**src/rtl/axi_lite_defs.sv**
```systemverilog
// Shared AXI4-Lite definitions: response codes, default protection and the
// initiator FSM state encoding.
package axi_lite_defs;

  localparam logic [1:0] RESP_OKAY    = 2'b00;
  localparam logic [1:0] RESP_EXOKAY  = 2'b01;
  localparam logic [1:0] RESP_SLVERR  = 2'b10;
  localparam logic [1:0] RESP_DECERR  = 2'b11;

  localparam logic [2:0] PROT_DEFAULT = 3'b000;

  typedef enum logic [2:0] {
    IDLE    = 3'd0,
    WR_REQ  = 3'd1,
    WR_RESP = 3'd2,
    RD_REQ  = 3'd3,
    RD_RESP = 3'd4,
    DONE    = 3'd5
  } state_t;

endpackage

```
**src/rtl/axi4_lite_master.sv**
```systemverilog
// Single-outstanding AXI4-Lite initiator: one valid/ready command in, one
// AXI4-Lite read or write out, one valid/ready response back.
module axi4_lite_master
  import axi_lite_defs::*;
#(
  parameter int ADDRESS_SIZE = 32,
  parameter int DATA_SIZE    = 32,
  parameter int WRITE_STROBE = DATA_SIZE / 8
) (
  input  logic                    m_axi_lite_clk,
  input  logic                    m_axi_lite_reset,

  input  logic                    cmd_valid,
  output logic                    cmd_ready,
  input  logic                    cmd_write,
  input  logic [ADDRESS_SIZE-1:0] cmd_addr,
  input  logic [DATA_SIZE-1:0]    cmd_wdata,
  input  logic [WRITE_STROBE-1:0] cmd_wstrb,

  output logic                    rsp_valid,
  input  logic                    rsp_ready,
  output logic                    rsp_write,
  output logic [DATA_SIZE-1:0]    rsp_rdata,
  output logic [1:0]              rsp_resp,

  output logic [ADDRESS_SIZE-1:0] m_axi_awaddr,
  output logic                    m_axi_awvalid,
  input  logic                    m_axi_awready,
  output logic [2:0]              m_axi_awprot,

  output logic [DATA_SIZE-1:0]    m_axi_wdata,
  output logic [WRITE_STROBE-1:0] m_axi_wstrb,
  output logic                    m_axi_wvalid,
  input  logic                    m_axi_wready,

  input  logic [1:0]              m_axi_bresp,
  input  logic                    m_axi_bvalid,
  output logic                    m_axi_bready,

  output logic [ADDRESS_SIZE-1:0] m_axi_araddr,
  output logic                    m_axi_arvalid,
  input  logic                    m_axi_arready,
  output logic [2:0]              m_axi_arprot,

  input  logic [DATA_SIZE-1:0]    m_axi_rdata,
  input  logic [1:0]              m_axi_rresp,
  input  logic                    m_axi_rvalid,
  output logic                    m_axi_rready
);

  state_t                  state_r;
  logic                    cmd_ready_r;
  logic [ADDRESS_SIZE-1:0] awaddr_r;
  logic                    awvalid_r;
  logic [DATA_SIZE-1:0]    wdata_r;
  logic [WRITE_STROBE-1:0] wstrb_r;
  logic                    wvalid_r;
  logic                    bready_r;
  logic [ADDRESS_SIZE-1:0] araddr_r;
  logic                    arvalid_r;
  logic                    rready_r;
  logic                    rsp_valid_r;
  logic                    rsp_write_r;
  logic [DATA_SIZE-1:0]    rsp_rdata_r;
  logic [1:0]              rsp_resp_r;
  logic                    aw_done_r;
  logic                    w_done_r;

  logic                    aw_hs_s;
  logic                    w_hs_s;
  logic                    aw_ok_s;
  logic                    w_ok_s;

  // A channel counts as finished if it completed earlier or is completing now.
  assign aw_hs_s = awvalid_r & m_axi_awready;
  assign w_hs_s  = wvalid_r & m_axi_wready;
  assign aw_ok_s = aw_done_r | aw_hs_s;
  assign w_ok_s  = w_done_r | w_hs_s;

  // Transaction FSM; every output below is a register written only here.
  always_ff @(posedge m_axi_lite_clk) begin
    if (m_axi_lite_reset) begin
      state_r     <= IDLE;
      cmd_ready_r <= 1'b0;
      awaddr_r    <= '0;
      awvalid_r   <= 1'b0;
      wdata_r     <= '0;
      wstrb_r     <= '0;
      wvalid_r    <= 1'b0;
      bready_r    <= 1'b0;
      araddr_r    <= '0;
      arvalid_r   <= 1'b0;
      rready_r    <= 1'b0;
      rsp_valid_r <= 1'b0;
      rsp_write_r <= 1'b0;
      rsp_rdata_r <= '0;
      rsp_resp_r  <= 2'b00;
      aw_done_r   <= 1'b0;
      w_done_r    <= 1'b0;
    end else begin
      case (state_r)
        IDLE: begin
          if (cmd_valid && cmd_ready_r) begin
            cmd_ready_r <= 1'b0;
            if (cmd_write) begin
              awaddr_r  <= cmd_addr;
              wdata_r   <= cmd_wdata;
              wstrb_r   <= cmd_wstrb;
              awvalid_r <= 1'b1;
              wvalid_r  <= 1'b1;
              aw_done_r <= 1'b0;
              w_done_r  <= 1'b0;
              state_r   <= WR_REQ;
            end else begin
              araddr_r  <= cmd_addr;
              arvalid_r <= 1'b1;
              state_r   <= RD_REQ;
            end
          end else begin
            cmd_ready_r <= 1'b1;
          end
        end
        WR_REQ: begin
          if (aw_hs_s) begin
            awvalid_r <= 1'b0;
            aw_done_r <= 1'b1;
          end
          if (w_hs_s) begin
            wvalid_r <= 1'b0;
            w_done_r <= 1'b1;
          end
          // bready only rises once both address and data have been accepted.
          if (aw_ok_s && w_ok_s) begin
            aw_done_r <= 1'b0;
            w_done_r  <= 1'b0;
            bready_r  <= 1'b1;
            state_r   <= WR_RESP;
          end
        end
        WR_RESP: begin
          if (m_axi_bvalid) begin
            bready_r    <= 1'b0;
            rsp_resp_r  <= m_axi_bresp;
            rsp_rdata_r <= '0;
            rsp_write_r <= 1'b1;
            rsp_valid_r <= 1'b1;
            state_r     <= DONE;
          end
        end
        RD_REQ: begin
          if (m_axi_arready) begin
            arvalid_r <= 1'b0;
            rready_r  <= 1'b1;
            state_r   <= RD_RESP;
          end
        end
        RD_RESP: begin
          if (m_axi_rvalid) begin
            rready_r    <= 1'b0;
            rsp_resp_r  <= m_axi_rresp;
            rsp_rdata_r <= m_axi_rdata;
            rsp_write_r <= 1'b0;
            rsp_valid_r <= 1'b1;
            state_r     <= DONE;
          end
        end
        DONE: begin
          if (rsp_ready) begin
            rsp_valid_r <= 1'b0;
            cmd_ready_r <= 1'b1;
            state_r     <= IDLE;
          end
        end
        default: begin
          // Unreachable encodings fall back to a quiet idle.
          awvalid_r   <= 1'b0;
          wvalid_r    <= 1'b0;
          bready_r    <= 1'b0;
          arvalid_r   <= 1'b0;
          rready_r    <= 1'b0;
          rsp_valid_r <= 1'b0;
          cmd_ready_r <= 1'b0;
          aw_done_r   <= 1'b0;
          w_done_r    <= 1'b0;
          state_r     <= IDLE;
        end
      endcase
    end
  end

  assign cmd_ready     = cmd_ready_r;
  assign rsp_valid     = rsp_valid_r;
  assign rsp_write     = rsp_write_r;
  assign rsp_rdata     = rsp_rdata_r;
  assign rsp_resp      = rsp_resp_r;
  assign m_axi_awaddr  = awaddr_r;
  assign m_axi_awvalid = awvalid_r;
  assign m_axi_awprot  = PROT_DEFAULT;
  assign m_axi_wdata   = wdata_r;
  assign m_axi_wstrb   = wstrb_r;
  assign m_axi_wvalid  = wvalid_r;
  assign m_axi_bready  = bready_r;
  assign m_axi_araddr  = araddr_r;
  assign m_axi_arvalid = arvalid_r;
  assign m_axi_arprot  = PROT_DEFAULT;
  assign m_axi_rready  = rready_r;

endmodule

```
**config.mk**
```make
export PLATFORM = sky130hd
export DESIGN_NAME = axi4_lite_master
export DESIGN_NICKNAME = d
export VERILOG_FILES = /design/src/rtl/axi_lite_defs.sv /design/src/rtl/axi4_lite_master.sv
export SDC_FILE = /design/constraint.sdc
export NUM_CORES = 1
export LEC_CHECK = 0
export ABC_AREA = 1
export CELL_PAD_IN_SITES_DETAIL_PLACEMENT = 1
export CELL_PAD_IN_SITES_GLOBAL_PLACEMENT = 2
export CORE_ASPECT_RATIO = 0.7
export CORE_MARGIN = 2
export CORE_UTILIZATION = 24
export CTS_BUF_LIST = sky130_fd_sc_hd__clkbuf_4 sky130_fd_sc_hd__clkbuf_8
export DETAILED_ROUTE_END_ITERATION = 8
export HOLD_SLACK_MARGIN = 0.08
export PLACE_DENSITY_LB_ADDON = 0.1
export SLEW_MARGIN = 20
export SYNTH_ARGS = -nofsm -noshare
export SYNTH_HDL_FRONTEND = slang
export SYNTH_SLANG_ARGS = --single-unit
```
**constraint.sdc**
```tcl
create_clock -name m_axi_lite_clk -period 3.2 [get_ports m_axi_lite_clk]
set_input_delay 0.32 -clock m_axi_lite_clk [delete_from_list [all_inputs] [get_ports m_axi_lite_clk]]
set_output_delay 0.32 -clock m_axi_lite_clk [all_outputs]
set_load 0.05 [all_outputs]
```
### After elaboration in Yosys (flattened, before gate mapping)

Index checks and enable logic that the tools add are counted.

* output and inout port bits: 148
* bits in read-only memories: 0
* register bits after elaboration: 147
* word-level logic and storage cells: 114
* bits of input ports: 114
* memories: 0
* memory bits (writable): 0
* latch bits: 0

* muxes and demuxes: 46
* div/mod/pow operators: 0
* shift operators: 0
* equality and inequality tests: 17
* bitwise gates (word level): 11
* order comparisons: 0
* add/sub/neg operators: 0
* $mul: 0
* reduce and logical (&&, ||, !) cells: 23

Operators by type and width (number)
* 32-bit 2-to-1 mux: 2
* 32-bit one-hot mux with 2 select lines: 1
* 1-bit one-hot mux with 3 select lines: 8
* 4-bit AND reduction: 6
* 1-bit 2-to-1 mux: 22
* 2-bit inequality test, second input constant: 10
* 4-bit OR reduction: 5
* 3-bit 2-to-1 mux: 6
* 3-bit one-hot mux with 6 select lines: 1
* 3-bit AND reduction: 5
* 1-bit NOT: 7
* 3-bit by 2-bit equality test with 1-bit output, second input constant: 2
* 3-bit equality test, second input constant: 2
* 2-bit 2-to-1 mux: 3
* 3-bit inequality test, second input constant: 2
* 6-bit AND reduction: 1
* 1-bit one-hot mux with 4 select lines: 1
* 2-bit one-hot mux with 2 select lines: 1
* 3-bit by 1-bit equality test with 1-bit output, second input constant: 1
* 3-bit zero test: 1
* 3-bit OR reduction: 1
* 1-bit AND: 2
* 1-bit logical AND: 2
* 1-bit OR: 2
* other kinds (3): 3

### Longest topological paths before layout

Gate-level depths: netlist of run 1.

* depth after elaboration: 5
* gate-level depth with buffers: 10
* depth with buffers taken out: 9

### Worst setup path after synthesis of run 1

No wires, ideal clock.

* kind: reg-to-reg
* start: register cmd_ready_r, in the netlist cmd_ready
* end: register awaddr_r[10], in the netlist m_axi_awaddr[10]
* cell stages (with the launch flop): 8
* data required time: 3084 ps
* path slack: 1566 ps
* period minus slack after synthesis: 1634 ps
* arrival time: 1518 ps
* path through: dfxtp_1 nand2_1 nor2_4 inv_2 buf_6 buf_6 nor2_1 nor2_1

* word-level cells in the longest chain between the ends: 2

RTL lines
* start: declaration: line axi4_lite_master.sv:52 `logic cmd_ready_r;`
* start signal: assignment: line axi4_lite_master.sv:84 `cmd_ready_r <= 1'b0;`
* start signal: assignment: line axi4_lite_master.sv:104 `cmd_ready_r <= 1'b0;`
* start signal: assignment: line axi4_lite_master.sv:120 `cmd_ready_r <= 1'b1;`
* 1-bit logical AND: line axi4_lite_master.sv:103 `if (cmd_valid && cmd_ready_r) begin`
* 3-bit AND reduction (no source line)
* end signal: assignment: line axi4_lite_master.sv:106 `awaddr_r <= cmd_addr;`
* end: declaration: line axi4_lite_master.sv:53 `logic [ADDRESS_SIZE-1:0] awaddr_r;`

No other way between the ends.
A chain may end at the register's enable or synchronous reset.

### Final worst setup path of run 1

* start: register state_r[1]
* end: register rsp_rdata_r[28], in the netlist rsp_rdata[28]

* word-level cells in the longest chain between the ends: 3
* elaborated cells on any way between the ends: 7
* classes of those cells: eq/ne (4); mux (1); reduce/logical (2)

RTL lines
* start: declaration: line axi4_lite_master.sv:51 `state_t state_r;`
* start signal: assignment: line axi4_lite_master.sv:83 `state_r <= IDLE;`
* start signal: assignment: line axi4_lite_master.sv:113 `state_r <= WR_REQ;`
* start signal: assignment: line axi4_lite_master.sv:117 `state_r <= RD_REQ;`
* 3-bit equality test / 3-bit by 2-bit equality test with 1-bit output (equally long branches): line axi4_lite_master.sv:101 `case (state_r)`
* 2-bit inequality test (no source line) / 2-bit nonzero test (equally long branches)
* 3-bit AND reduction (no source line)
* end signal: assignment: line axi4_lite_master.sv:161 `rsp_rdata_r <= m_axi_rdata;`
* end: declaration: line axi4_lite_master.sv:64 `logic [DATA_SIZE-1:0] rsp_rdata_r;`

Several ways; a longest one is shown, not always the timed one.

==> flow_metrics.py, run 1 <==
metrics = {
    "sta": {
        "tightest_slew_ns": 1.07,
        "setup_tns_ns": 0,
        "grt_setup_unrepaired": "no",
        "slew_headroom_pct": 28.7,
        "postLayoutSetupSlackWorst_ns": 0.831,
        "hold_violations": 0,
        "post-route-period-util_pct": 74.0,
        "fmax_mhz": 422,
        "period_minus_slack_ns": 2.37,
        "setup_violations": 0,
        "fin_skew_ns": 0.0102,
        "drv_slew": 0,
    },
    "cts": {
        "holdBufCountCts": 0,
        "cts_tree": "built",
        "cts_resized": 0,
        "cts_setup_buffers": 0,
        "clk_latency_ns": 0.45,
        "clk_pin_slew_ns": 0.08,
        "clockBufferDepth": 2,
        "cts_root_buffer": "clkbuf_8",
        "cts_made_buffers": 17,
        "cts_max_level": 4,
        "clkSinkCount": 147,
    },
    "detailed_routing": {
        "first_pass_iters": 4,
        "dr_total_vias": 5542,
        "drc": 0,
        "drt_wl_total_um": 21000,
        "wire_per_inst_um": 16.6,
        "ant_nets": 0,
        "dr.first_iter.drc_count": 216,
        "vias_per_cell": 4.39,
    },
    "floorplan": {
        "fp.coreArea_um2": 22600,
        "dieWidth_um": 185,
        "io_pins": 262,
        "rows": 46,
        "die_area_um2": 24300,
        "die_h_um": 131,
        "initial_utilization_pct": 24.4,
    },
    "yosys": {
        "postSynthAreaPerCell_um2": 7.86,
        "synthAdderAreaFrac_pct": 0.453,
        "synth_compound_area_share_pct": 15.4,
        "synth_top_family_by_area": "simple AND/OR/NAND/NOR gates",
        "synth_area_leaders": "dfxtp_1 (53%), nor2_1 (17%), o21ai_0 (8.3%), a22oi_1 (4.3%), nand2_1 (3.1%)",
        "synth_top_area_share_pct": 53.2,
        "synth_xor_area_share_pct": 0,
        "yosys_warnings": 0,
        "synthMuxAreaShare_pct": 0,
        "syn-cell-area_um2": 5530,
        "yosysSeqAreaShare_pct": 53.2,
        "syn_inst": 703,
        "synth_top_area_cell": "dfxtp_1",
        "yosys.area_share.simple_pct": 23.8,
        "ys_ff_latch": 147,
        "ys_types": 25,
    },
    "power": {
        "combPwrFrac_pct": 36.5,
        "static-leakage-power_nw": 3.52,
        "peakVddDrop_mv": 0.273,
        "intPower_w": 0.00360,
        "p_total_w": 0.00593,
        "sw_frac_of_total_pct": 39.2,
        "switchingPower_w": 0.00233,
        "powerDensity_nw_per_um2": 683,
        "seqPwrFrac_pct": 36.6,
        "power_frac_clock_pct": 26.9,
    },
    "finish": {
        "final_cells": 1263,
        "design_area_um2": 8680,
        "num-fill-cells": 2700,
        "syn_to_final_growth_pct": 57.0,
        "antenna_cells": 0,
        "drive_above_1_share_pct": 5.36,
        "nets": 1054,
    },
    "grt": {
        "busiest_layer": "met2",
        "grt_pass1_wl_um": 32100,
        "overflow": 0,
        "met2_usage_pct": 27.2,
        "met1_usage_pct": 21.4,
        "grt_max_degree": 69,
        "grt_pass1_vias": 5843,
        "antenna_found_initial": 1,
        "grt_usage_pct": 17.3,
        "groute.layer.met3.usage_pct": 7.76,
    },
    "critical_path": {
        "required_ns": 3.52,
        "cp-end-kind": "flop",
        "startpoint_type": "flop",
        "cp_max_fo": 32,
        "worstPathArrival_ns": 2.69,
        "path_class": "flop to flop",
    },
    "run_status": {
        "status": "completed",
    },
    "placed_design": {
        "place_area_um2": 8250,
        "dp.final_hpwl_um": 14800,
        "io_buffers": 255,
        "place_inst": 1231,
        "post-place-ws_ns": 0.800,
        "place.gp.congestion": 0.810,
    },
    "worst_hold_path": {
        "hold_path_class": "input port to flop",
    },
    "run": {
        "max-cap-violations": 0,
    },
}
-- layout make-up --
class / count / area, µm² / area share, %
sequential: 147 / 2940 / 33.9
timing repair buffer: 262 / 2620 / 30.2
multi-input combinational: 488 / 2210 / 25.5
inverter: 22 / 82.6 / 0.952
tap: 312 / 390 / 4.50
clock inverter: 9 / 126 / 1.46
clock buffer: 23 / 304 / 3.50
-- registers in the layout, indices dropped and copies added (netlist names), 2 cells and up --
register      cells
rsp_rdata        32
m_axi_awaddr     32
m_axi_wstrb       4
state_r           3
m_axi_araddr     32
rsp_resp          2
m_axi_wdata      32
-- cells in the final DEF, fill, tap and decap left out, types with 14 or more instances in the layout --
cell	instances
nand2_1	46
clkbuf_8	21
a22oi_1	32
dfxtp_1	147
inv_1	17
o21ai_0	92
o21ai_1	15
nand3_1	14
nor2_1	254
a21oi_1	14
clkdlybuf4s50_1	255
-- critical path: stages, from the launching register on --
cell      delay (ns)
dfxtp_1         0.58
inv_1           0.17
nand4_1         0.13
clkinv_1        0.79
a22oi_1         0.49
nor2_1          0.08
-- routing by layer --
metal | vias up | wire length, µm
met5 | - | 0
met4 | 0 | 298
met3 | 22 | 1910
met2 | 168 | 9490
met1 | 2617 | 9290
li1 | 2735 | -
-- power by group through the flow --
stage,registers (W),logic (W),clock network [W]
after CTS,0.00217,0.00218,0.00167
after floorplan,0.00283,0.000814,0
after global placement,0.00220,0.00215,0
final,0.00217,0.00216,0.00160
after detailed placement,0.00221,0.00217,0
after global routing,0.00220,0.00233,0.00175
-- cell families (layout without fill, tap and decap cells) --
logic type / after synthesis / in the layout
simple gates: 326 / 326
flops: 147 / 147
buf+inv: 73 / 316
compound gates: 154 / 154
other cells: 1 / 6
fa+ha+maj: 2 / 2
-- path summary, 6_finish.rpt --
kind / start / to / slack [ns] / cells past startpoint
hold / removal: cmd_wdata[20] / m_axi_wdata[20] / 0.45 / 3
setup reg to reg: state_r[1] / rsp_rdata[28] / 0.83 / 5
setup / recovery: state_r[1] / rsp_rdata[28] / 0.83 / 5
hold reg to reg: m_axi_arvalid / m_axi_arvalid / 0.47 / 2
-- synth_stat cells --
master,n
buf_2,13
o21ai_0,92
dfxtp_1,147
nor3_1,1
inv_2,3
o21ai_1,15
clkbuf_1,21
inv_1,19
nand4_1,1
buf_4,8
nand3_2,2
nor2_1,254
nand3_1,14
a21oi_1,14
a31oi_1,1
nand3_4,1
nand3b_1,2
nand2_2,2
nor2_8,1
nand2_1,46
buf_6,9
conb_1,1
nor2_4,2
a22oi_1,32
ha_1,2
-- metrics by stage --
step                utilization [%]  hold slack, ns
CTS                            38.4           0.403
global placement               36.5           0.450
finish                         38.4           0.450
floorplan                         -           0.439
global route                   38.4           0.424
detailed placement             36.5           0.463
Power figures use the tool's default switching activity.
==> run 2, diff against run 1 <==
CORE_UTILIZATION = 22   (was 24)
clock period = 2.3 ns   (was 3.2 ns; I/O delays follow)
==> flow_metrics.py, run 2 (synthesis results as in run 1) <==
metrics = {
    "critical_path": {
        "rr_worst_depth": 6,
        "cp-end-kind": "flop",
        "path_class": "flop to flop",
        "startpoint_type": "flop",
        "worstPathArrival_ns": 2.33,
        "required_ns": 2.70,
        "worstSetupStartpoint": "state_r[1]",
        "cp_max_fo": 68,
        "r2r-start": "state_r[1]",
    },
    "grt": {
        "grt_max_degree": 69,
        "antenna_found_initial": 0,
        "grt_pass1_wl_um": 32700,
        "overflow": 0,
        "grt_pass1_vias": 5847,
        "grt_usage_pct": 15.9,
    },
    "placed_design": {
        "place.gp.congestion": 0.774,
        "place_area_um2": 8290,
        "post-place-ws_ns": 0.179,
        "dp.final_hpwl_um": 14800,
        "io_buffers": 255,
    },
    "sta": {
        "post-route-period-util_pct": 84.2,
        "setup_violations": 0,
        "setup_tns_ns": 0,
        "grt_setup_unrepaired": "no",
        "slew_headroom_pct": 52.4,
        "fmax_mhz": 516,
        "fin_skew_ns": 0.00991,
        "hold_violations": 0,
        "postLayoutSetupSlackWorst_ns": 0.364,
        "period_minus_slack_ns": 1.94,
        "tightest_slew_ns": 0.714,
        "drv_slew": 0,
    },
    "finish": {
        "final_util_pct": 35.2,
        "antenna_cells": 0,
        "num-fill-cells": 2911,
        "nets": 1054,
        "syn_to_final_growth_pct": 57.2,
        "multi_input_comb_area_um2": 2210,
        "drive_above_1_share_pct": 5.47,
        "design_area_um2": 8690,
        "final_cell_mix": "clkdlybuf4s50_1 (255), nor2_1 (254), dfxtp_1 (147), o21ai_0 (92), nand2_1 (46)",
        "seq_area_um2": 2940,
        "layout_commonest_cell": "clkdlybuf4s50_1",
    },
    "worst_hold_path": {
        "hold_path_class": "input port to flop",
        "holdPathStages": 3,
        "worstHoldStart": "cmd_wdata[23]",
    },
    "floorplan": {
        "initial_utilization_pct": 22.4,
        "io_pins": 262,
        "die_area_um2": 26400,
        "fp.coreArea_um2": 24700,
        "rows": 48,
        "die_h_um": 137,
        "dieWidth_um": 193,
    },
    "detailed_routing": {
        "first_pass_iters": 4,
        "drt_wl_total_um": 21200,
        "dr.first_iter.drc_count": 183,
        "vias_per_cell": 4.32,
        "wire_per_inst_um": 16.6,
        "ant_nets": 0,
        "drc": 0,
        "dr_total_vias": 5513,
    },
    "cts": {
        "clk_pin_slew_ns": 0.08,
        "cts_made_buffers": 17,
        "clkSinkCount": 147,
        "cts_max_level": 4,
        "cts_root_buffer": "clkbuf_8",
        "clockBufferDepth": 2,
        "cts_tree": "built",
        "cts_setup_buffers": 0,
        "holdBufCountCts": 0,
        "clk_latency_ns": 0.46,
        "cts_resized": 0,
    },
    "power": {
        "powerDensity_nw_per_um2": 937,
        "peakVddDrop_mv": 0.356,
        "static-leakage-power_nw": 3.53,
        "p_total_w": 0.00814,
    },
    "run_status": {
        "status": "completed",
    },
    "run": {
        "max-cap-violations": 0,
    },
}
[run 2: cell types whose count changed in the layout (fill, tap and decap cells not counted), sizes merged]
cell | before | now
bufinv | 3 | 2
clkbuf | 23 | 22
clkinv | 6 | 7
inv | 21 | 22
[run 2: final timing paths]
path	endpoint	slack [ns]
worst min-delay path	m_axi_wdata[23]	0.35
worst max-delay path	m_axi_wdata[28]	0.36
worst min register to register	rsp_resp[0]	0.47
worst max register to register	m_axi_wdata[28]	0.36
[run 2: critical path, cell delays in order (launching register included)]
cell and delay [ns]:
dfxtp_1 0.46, nor2_8 0.23, nand3_2 0.13, nor2_4 0.11, buf_4 0.55, o21ai_0 0.19
nor2_1 0.14
[run 2: cell type report]
cell class,instances,area share [%]
Clock inverter,10,1.22
Inverter,22,0.951
Tap cell,325,4.68
Sequential cell,147,33.9
Clock buffer,22,3.34
Timing Repair Buffer,262,30.4
Multi-Input combinational cell,488,25.5
[run 2: layer usage]
layer	vias to the layer above	GRT usage (%)	wire, µm
li1	2733	-	-
met2	128	25.8	9880
met5	-	0	0
met1	2635	19.4	9510
met3	17	6.46	1560
met4	0	4.96	216
[run 2: stage by stage]
step	hold WS [ns]	instances
3_3_place_gp	0.451	1244
6_report	0.346	1276
2_1_floorplan	0.365	708
5_1_grt	0.320	1276
4_1_cts	0.301	1276
3_5_place_dp	0.460	1244
[run 2: power breakdown]
group	switching (W)	leakage, nW	internal [W]
Combinational	0.00203	2.13	0.000972
Clock	0.00104	0.209	0.00106
Sequential	0.000196	1.19	0.00284
